--- config.mk ---
export PLATFORM = sky130hd
export DESIGN_NAME = pcm_bus_arbiter
export DESIGN_NICKNAME = d
export VERILOG_FILES = /design/src/rtl/pcm_bus_arbiter.sv
export SDC_FILE = /design/constraint.sdc
export NUM_CORES = 1
export LEC_CHECK = 0
export CORE_UTILIZATION = 37
export CTS_BUF_LIST = sky130_fd_sc_hd__clkbuf_8
export CTS_CLUSTER_DIAMETER = 100
export DETAILED_ROUTE_END_ITERATION = 7
export PLACE_DENSITY_LB_ADDON = 0.15
export REMOVE_ABC_BUFFERS = 1
export SLEW_MARGIN = 20
export SYNTH_ARGS = -nofsm -noshare
export SYNTH_HDL_FRONTEND = slang
export SYNTH_SLANG_ARGS = --single-unit
export TNS_END_PERCENT = 50
--- constraint.sdc ---
create_clock -name clk -period 2 [get_ports clk]
set_input_delay 0.4 -clock clk [delete_from_list [all_inputs] [get_ports clk]]
set_output_delay 0.4 -clock clk [all_outputs]
set_load 0.05 [all_outputs]
--- src/rtl/pcm_bus_arbiter.sv ---
// pcm_bus_arbiter
//   Shares the YM2610 PCM nibble mux/IO pins and the single PCM memory read
//   port between the ADPCM-A reader (interruptible) and the ADPCM-B reader
//   (non-interruptible).
//
//   Mux side: B pre-empts A by asserting a_pause. Each change of owner goes
//   through TURNAROUND safe-state cycles, during which the pins sit at their
//   reset values. B keeps the mux until it drops b_mux_needed. A has no grant
//   handshake: it simply resumes (restarting its step) when a_pause falls.
//
//   Memory side: round-robin between the A and B read requests. A request is
//   latched at grant. mem_valid then stays high until mem_ready, even if the
//   requester withdraws. The completion pulse goes back to the owner only if
//   that owner's valid is still high; otherwise the response is dropped.
//
// Handshake: a requester holds *_mem_valid (and its address) until it sees
//   *_mem_ready. The memory holds mem_ready low until it completes the
//   transfer that mem_valid/mem_addr present, then pulses it for one cycle.
//
// Ports
//   clk, reset                      clock, synchronous active-high reset
//   a_mux_needed / a_pause          A mux request / pause A reader
//   a_mux_sel..a_pcm_load           A pin drive (3/1/4/1/1 bits)
//   b_mux_needed / b_mux_grant      B mux request / B owns the mux
//   b_mux_sel..b_pcm_load           B pin drive
//   mux_sel..pcm_load               pin outputs
//   a_mem_*, b_mem_*                requester read ports
//   mem_valid/addr/ready/rdata      shared PCM memory read port
//   preempt_count                   A->B pre-emptions since reset (wraps)
//   dbg_mux_state, dbg_mem_state    current FSM states, for observation
module pcm_bus_arbiter #(
  parameter int TURNAROUND = 1,
  parameter int ADDR_W     = 24
) (
  input  logic              clk,
  input  logic              reset,
  input  logic              a_mux_needed,
  output logic              a_pause,
  input  logic [2:0]        a_mux_sel,
  input  logic              a_mux_oe_n,
  input  logic [3:0]        a_ym_io_out,
  input  logic              a_ym_io_en,
  input  logic              a_pcm_load,
  input  logic              b_mux_needed,
  output logic              b_mux_grant,
  input  logic [2:0]        b_mux_sel,
  input  logic              b_mux_oe_n,
  input  logic [3:0]        b_ym_io_out,
  input  logic              b_ym_io_en,
  input  logic              b_pcm_load,
  output logic [2:0]        mux_sel,
  output logic              mux_oe_n,
  output logic [3:0]        ym_io_out,
  output logic              ym_io_en,
  output logic              pcm_load,
  input  logic              a_mem_valid,
  input  logic [ADDR_W-1:0] a_mem_addr,
  output logic              a_mem_ready,
  output logic [7:0]        a_mem_rdata,
  input  logic              b_mem_valid,
  input  logic [ADDR_W-1:0] b_mem_addr,
  output logic              b_mem_ready,
  output logic [7:0]        b_mem_rdata,
  output logic              mem_valid,
  output logic [ADDR_W-1:0] mem_addr,
  input  logic              mem_ready,
  input  logic [7:0]        mem_rdata,
  output logic [15:0]       preempt_count,
  output logic [1:0]        dbg_mux_state,
  output logic [1:0]        dbg_mem_state
);

  typedef enum logic [1:0] {M_IDLE = 2'd0, M_A = 2'd1, M_TURN = 2'd2, M_B = 2'd3} mux_state_t;
  typedef enum logic [1:0] {P_IDLE = 2'd0, P_A = 2'd1, P_B = 2'd2} mem_state_t;

  localparam int CNT_W = (TURNAROUND > 1) ? $clog2(TURNAROUND) : 1;
  // The counter runs TURNAROUND-1 down to 0, so M_TURN lasts TURNAROUND cycles.
  localparam logic [CNT_W-1:0] TURN_LOAD = CNT_W'((TURNAROUND > 0) ? TURNAROUND - 1 : 0);

  // ---------------- mux FSM ----------------
  mux_state_t       mstate_q, mstate_d;
  logic [CNT_W-1:0] turn_q, turn_d;
  logic [15:0]      preempt_q;
  logic             preempt_inc;

  always_ff @(posedge clk) begin
    if (reset) begin
      mstate_q  <= M_IDLE;
      turn_q    <= '0;
      preempt_q <= 16'd0;
    end else begin
      mstate_q <= mstate_d;
      turn_q   <= turn_d;
      if (preempt_inc) preempt_q <= preempt_q + 16'd1;
    end
  end

  always_comb begin
    mstate_d    = mstate_q;
    turn_d      = turn_q;
    preempt_inc = 1'b0;
    mux_sel     = 3'b000;
    mux_oe_n    = 1'b1;
    ym_io_out   = 4'h0;
    ym_io_en    = 1'b0;
    pcm_load    = 1'b0;
    case (mstate_q)
      M_IDLE: begin
        // B wins a tie.
        if (b_mux_needed)      mstate_d = M_B;
        else if (a_mux_needed) mstate_d = M_A;
      end
      M_A: begin
        mux_sel   = a_mux_sel;
        mux_oe_n  = a_mux_oe_n;
        ym_io_out = a_ym_io_out;
        ym_io_en  = a_ym_io_en;
        pcm_load  = a_pcm_load;
        if (b_mux_needed) begin
          preempt_inc = 1'b1;
          if (TURNAROUND == 0) begin
            mstate_d = M_B;
          end else begin
            mstate_d = M_TURN;
            turn_d   = TURN_LOAD;
          end
        end else if (!a_mux_needed) begin
          mstate_d = M_IDLE;
        end
      end
      M_TURN: begin
        // Safe pin values come from the defaults above.
        if (turn_q == '0) mstate_d = b_mux_needed ? M_B : M_IDLE;
        else              turn_d   = turn_q - CNT_W'(1);
      end
      M_B: begin
        mux_sel   = b_mux_sel;
        mux_oe_n  = b_mux_oe_n;
        ym_io_out = b_ym_io_out;
        ym_io_en  = b_ym_io_en;
        pcm_load  = b_pcm_load;
        if (!b_mux_needed) begin
          if (TURNAROUND == 0) begin
            mstate_d = M_IDLE;
          end else begin
            mstate_d = M_TURN;
            turn_d   = TURN_LOAD;
          end
        end
      end
      default: mstate_d = M_IDLE;
    endcase
  end

  // Both are decoded from the state register only, so they are glitch-free.
  assign a_pause       = (mstate_q == M_TURN) || (mstate_q == M_B);
  assign b_mux_grant   = (mstate_q == M_B);
  assign preempt_count = preempt_q;
  assign dbg_mux_state = mstate_q;

  // ---------------- memory FSM ----------------
  mem_state_t        pstate_q, pstate_d;
  logic [ADDR_W-1:0] addr_q, addr_d;
  logic              last_b_q, last_b_d;   // 1: B was served last

  always_ff @(posedge clk) begin
    if (reset) begin
      pstate_q <= P_IDLE;
      addr_q   <= '0;
      last_b_q <= 1'b1;
    end else begin
      pstate_q <= pstate_d;
      addr_q   <= addr_d;
      last_b_q <= last_b_d;
    end
  end

  always_comb begin
    pstate_d    = pstate_q;
    addr_d      = addr_q;
    last_b_d    = last_b_q;
    a_mem_ready = 1'b0;
    b_mem_ready = 1'b0;
    case (pstate_q)
      P_IDLE: begin
        if (a_mem_valid && (!b_mem_valid || last_b_q)) begin
          pstate_d = P_A;
          addr_d   = a_mem_addr;
        end else if (b_mem_valid) begin
          pstate_d = P_B;
          addr_d   = b_mem_addr;
        end
      end
      P_A: begin
        if (mem_ready) begin
          // A withdrawn request still completes; the data is just dropped.
          a_mem_ready = a_mem_valid;
          last_b_d    = 1'b0;
          pstate_d    = P_IDLE;
        end
      end
      P_B: begin
        if (mem_ready) begin
          b_mem_ready = b_mem_valid;
          last_b_d    = 1'b1;
          pstate_d    = P_IDLE;
        end
      end
      default: pstate_d = P_IDLE;
    endcase
  end

  assign mem_valid     = (pstate_q != P_IDLE);
  assign mem_addr      = addr_q;
  assign a_mem_rdata   = mem_rdata;
  assign b_mem_rdata   = mem_rdata;
  assign dbg_mem_state = pstate_q;

endmodule

==> summary.md <==
| Metric | Value |
|---|---|
| Status | finished clean |
| R2r startpoint | preempt_count[5] |
| Critical path startpoint | preempt_count[3] |
| Die Span Y | 81.1 um |
| Via density | 4.88 |
| Hpwl dp | 4780 um |
| CP startpoint kind | flip-flop |
| Worst-path clk slew | 0.09 ns |
| Vias in the first global route | 2033 |
| Die W | 81.1 um |
| Slowest stage cell, crit path | clkdlybuf4s50_1 |
| Hold-fix buffers at CTS | 0 |
| Reg2Reg Depth | 4 |
| Core footprint | 5990 sq um |
| Finish-stage setup viols | 0 |
| CP endpoint kind | output pin |
| CTS root buf | clkbuf_8 |
| Starting Density | 38.7% |
| Distinct cells, synth | 34 |
| Leading area contributor after synthesis | dfxtp_1 |
| Critical Path Max Stage Delay | 0.84 ns |
| Clock sink count | 45 |
| Global-route wire length before repair | 9720 um |
| NumNets Final | 477 |
| DR pass1 iterations | 4 |
| Yosys reg bits | 45 |
| Post-CTS setup buffers | 0 |
| Synth top area cells | dfxtp_1 39%, mux2i_1 15%, nor2_1 8.8%, a211oi_1 7.8%, buf_4 5.2% |
| Min-Delay Path Class | flip-flop to flip-flop |
| Crit Path Class | flip-flop to output pin |
| CP bufs+invs | 1 |
| Max Fclk | 513 MHz |
| Required @ worst endpoint | 1.60 ns |
| CTS tree | yes |
| DRC viols | 0 |
| Lkg Pwr | 1.59 nW |
| Die ar. | 6580 sq um |
| Tmin final | 1.95 ns |
| DR vias | 2276 |
| Internal reg-to-reg setup slack | 0.40 ns |
| Slew @ Worst Pin | 0.522 ns |
| First DRT Iteration DRCs | 60 |
| Slew HR | 65.1% |
| CP arrival | 1.55 ns |
| Synth top area share | 38.9% |
| Initial antenna violation count | 0 |
| Post-synth top cells | 54 x nor2_1, 45 x dfxtp_1, 35 x mux2i_1 |
| Fin area | 3950 sq um |
| Primary FF master, synth | dfxtp_1 |
| H-Tree Depth | 2 |
| Max Cap Viol | 0 |
| Aggregate global routing overflow | 0 |
| Routability Congestion | 0.791 |
| Final Hold Vio Count | 0 |
| Routed len/inst | 13.1 um |
| Largest net degree at the start of global routing | 37 |
| Synth warn | 0 |
| Clock Tree Buf Depth | 2 |
| Post-Syn Area | 2320 sq um |
| Final slew viol count | 0 |
| Layout cells sized above 1 | 12.0% |
| Synthesized area per cell | 8.64 sq um |
| Layout Area Growth over Synthesis | 70.4% |
| Levels on crit path | 1 |
| Worst flop-to-flop path endpoint | preempt_count[14] |
| TNS Setup | 0 ns |
| Setup Skew | 0.00436 ns |
| CP top delay family | buffers and inverters |
| FP Rows | 28 |
| CP cell instances | clkdlybuf4s50_1 |
| Total GRT Usage | 19.0% |
| Place WS | -0.0535 ns |
| Share of synthesized registers carrying an async set or reset | 0% |
| Crit-path max FO | 4 |
| Cells after Synth | 268 |
| Register area share after synthesis | 38.9% |
| PwrDens | 656 nW/um^2 |
| Skew-Pair Late Insertion Delay | 0.29 ns |
| Top-count cell post-synth | nor2_1 |
| EDFF count, synth | 0 |
| Num ports | 158 |
| Crit path to | preempt_count[3] |
| Max VDD drop | 0.412 mV |
| Total CTS buffers | 5 |
| Drt total wl | 6090 um |
| RSZ-0062 raised after global routing | false |
| Worst setup margin | 0.0505 ns |
| Antenna-violating nets left | 0 |
| PortBufs | 133 |
| ANT cells | 0 |
| Dpl cell area | 3850 sq um |
| Crit share post-route | 97.5% |
worst min path at each step:
stage / startpoint / end / cells past startpoint
final: mem_addr[0] / mem_addr[0] / 2
after global routing: mem_addr[15] / mem_addr[15] / 2
after detailed placement: mem_addr[14] / mem_addr[14] / 2
after global placement: mem_addr[12] / mem_addr[12] / 2
after floorplan: last_b_q / last_b_q / 1
after CTS: mem_addr[3] / mem_addr[3] / 2
sequential cells by signal (all words and copies together), names as in the netlist:
| signal | flops |
|---|---|
| preempt_count | 16 |
| mem_addr | 24 |
| last_b_q | 1 |
| dbg_mux_state | 2 |
| dbg_mem_state | 2 |
layout make-up:
class                      count  area (sq um)
multi-input combinational    181          1210
clock inverter                 3          17.5
tap                           75          93.8
clock buffer                   5          68.8
timing repair inverter         1          5.00
fill                         519          2040
inverter                      11          45.0
sequential                    45           902
timing repair buffer         145          1600
cell families (layout without fill, tap and decap cells):
logic type | count (synthesis) | count (layout) | synth area share, %
buffers and inverters | 42 | 165 | 9.56
AO/OA/AOI/OAI | 39 | 39 | 11.7
XOR/XNOR | 10 | 10 | 3.78
adder cells (fa/ha/maj) | 4 | 4 | 2.16
AND/OR/NAND/NOR | 92 | 92 | 18.3
flip-flops | 45 | 45 | 38.9
multiplexers | 36 | 36 | 15.6
tightest hold or removal path: stages (launching register included):
cell      delay [ns]
dfxtp_1         0.31
nor2_1          0.09
a211oi_1        0.05
timing repair:
action	4_1_cts	5_1_grt
endpoints found under the hold margin	0	0
pin swaps	0	0
resized for setup	1	4
setup endpoints to repair	1	11
cloned	0	1
layout by cell type, fill, tap and decap left out, types with 3 or more instances in the layout:
master	count
inv_1	10
nor3_1	6
o21ai_0	3
nor4_1	5
dfxtp_1	44
buf_12	18
nor2_1	53
buf_4	11
a211oi_1	24
clkdlybuf4s50_1	112
nand2_1	9
mux2i_1	35
nand3_1	4
a21oi_1	6
ha_1	4
xnor2_1	9
clkbuf_8	5
metal layers:
metal / part of all wire, % / wire length, um / global-route usage (%) / up-vias
li1: - / - / - / 1153
met1: 41 / 2510 / 22.4 / 1013
met2: 47 / 2860 / 30.8 / 103
met3: 11 / 659 / 8.99 / 7
met4: 0.89 / 54 / 4.82 / 0
met5: 0 / 0 / 0 / -
metrics by stage:
| step | std cells | hold slack, ns | power, mW | util, % |
|---|---|---|---|---|
| after floorplan | 237 | 0.450 | 1.59 | - |
| after global placement | 457 | 0.486 | 2.05 | 64.2 |
| after detailed placement | 457 | 0.492 | 2.06 | 64.2 |
| after CTS | 465 | 0.503 | 2.61 | 65.6 |
| after global routing | 466 | 0.531 | 2.72 | 65.9 |
| final | 466 | 0.498 | 2.59 | 65.9 |
report_power, final:
part           leakage (nW)  switching [mW]  internal [mW]  total [mW]
sequential            0.370          0.0455          0.972        1.02
combinational          1.17           0.569          0.447        1.02
clock                0.0439           0.316          0.242       0.557
total                  1.59           0.930           1.66        2.59
Power figures use the tool's default switching activity.
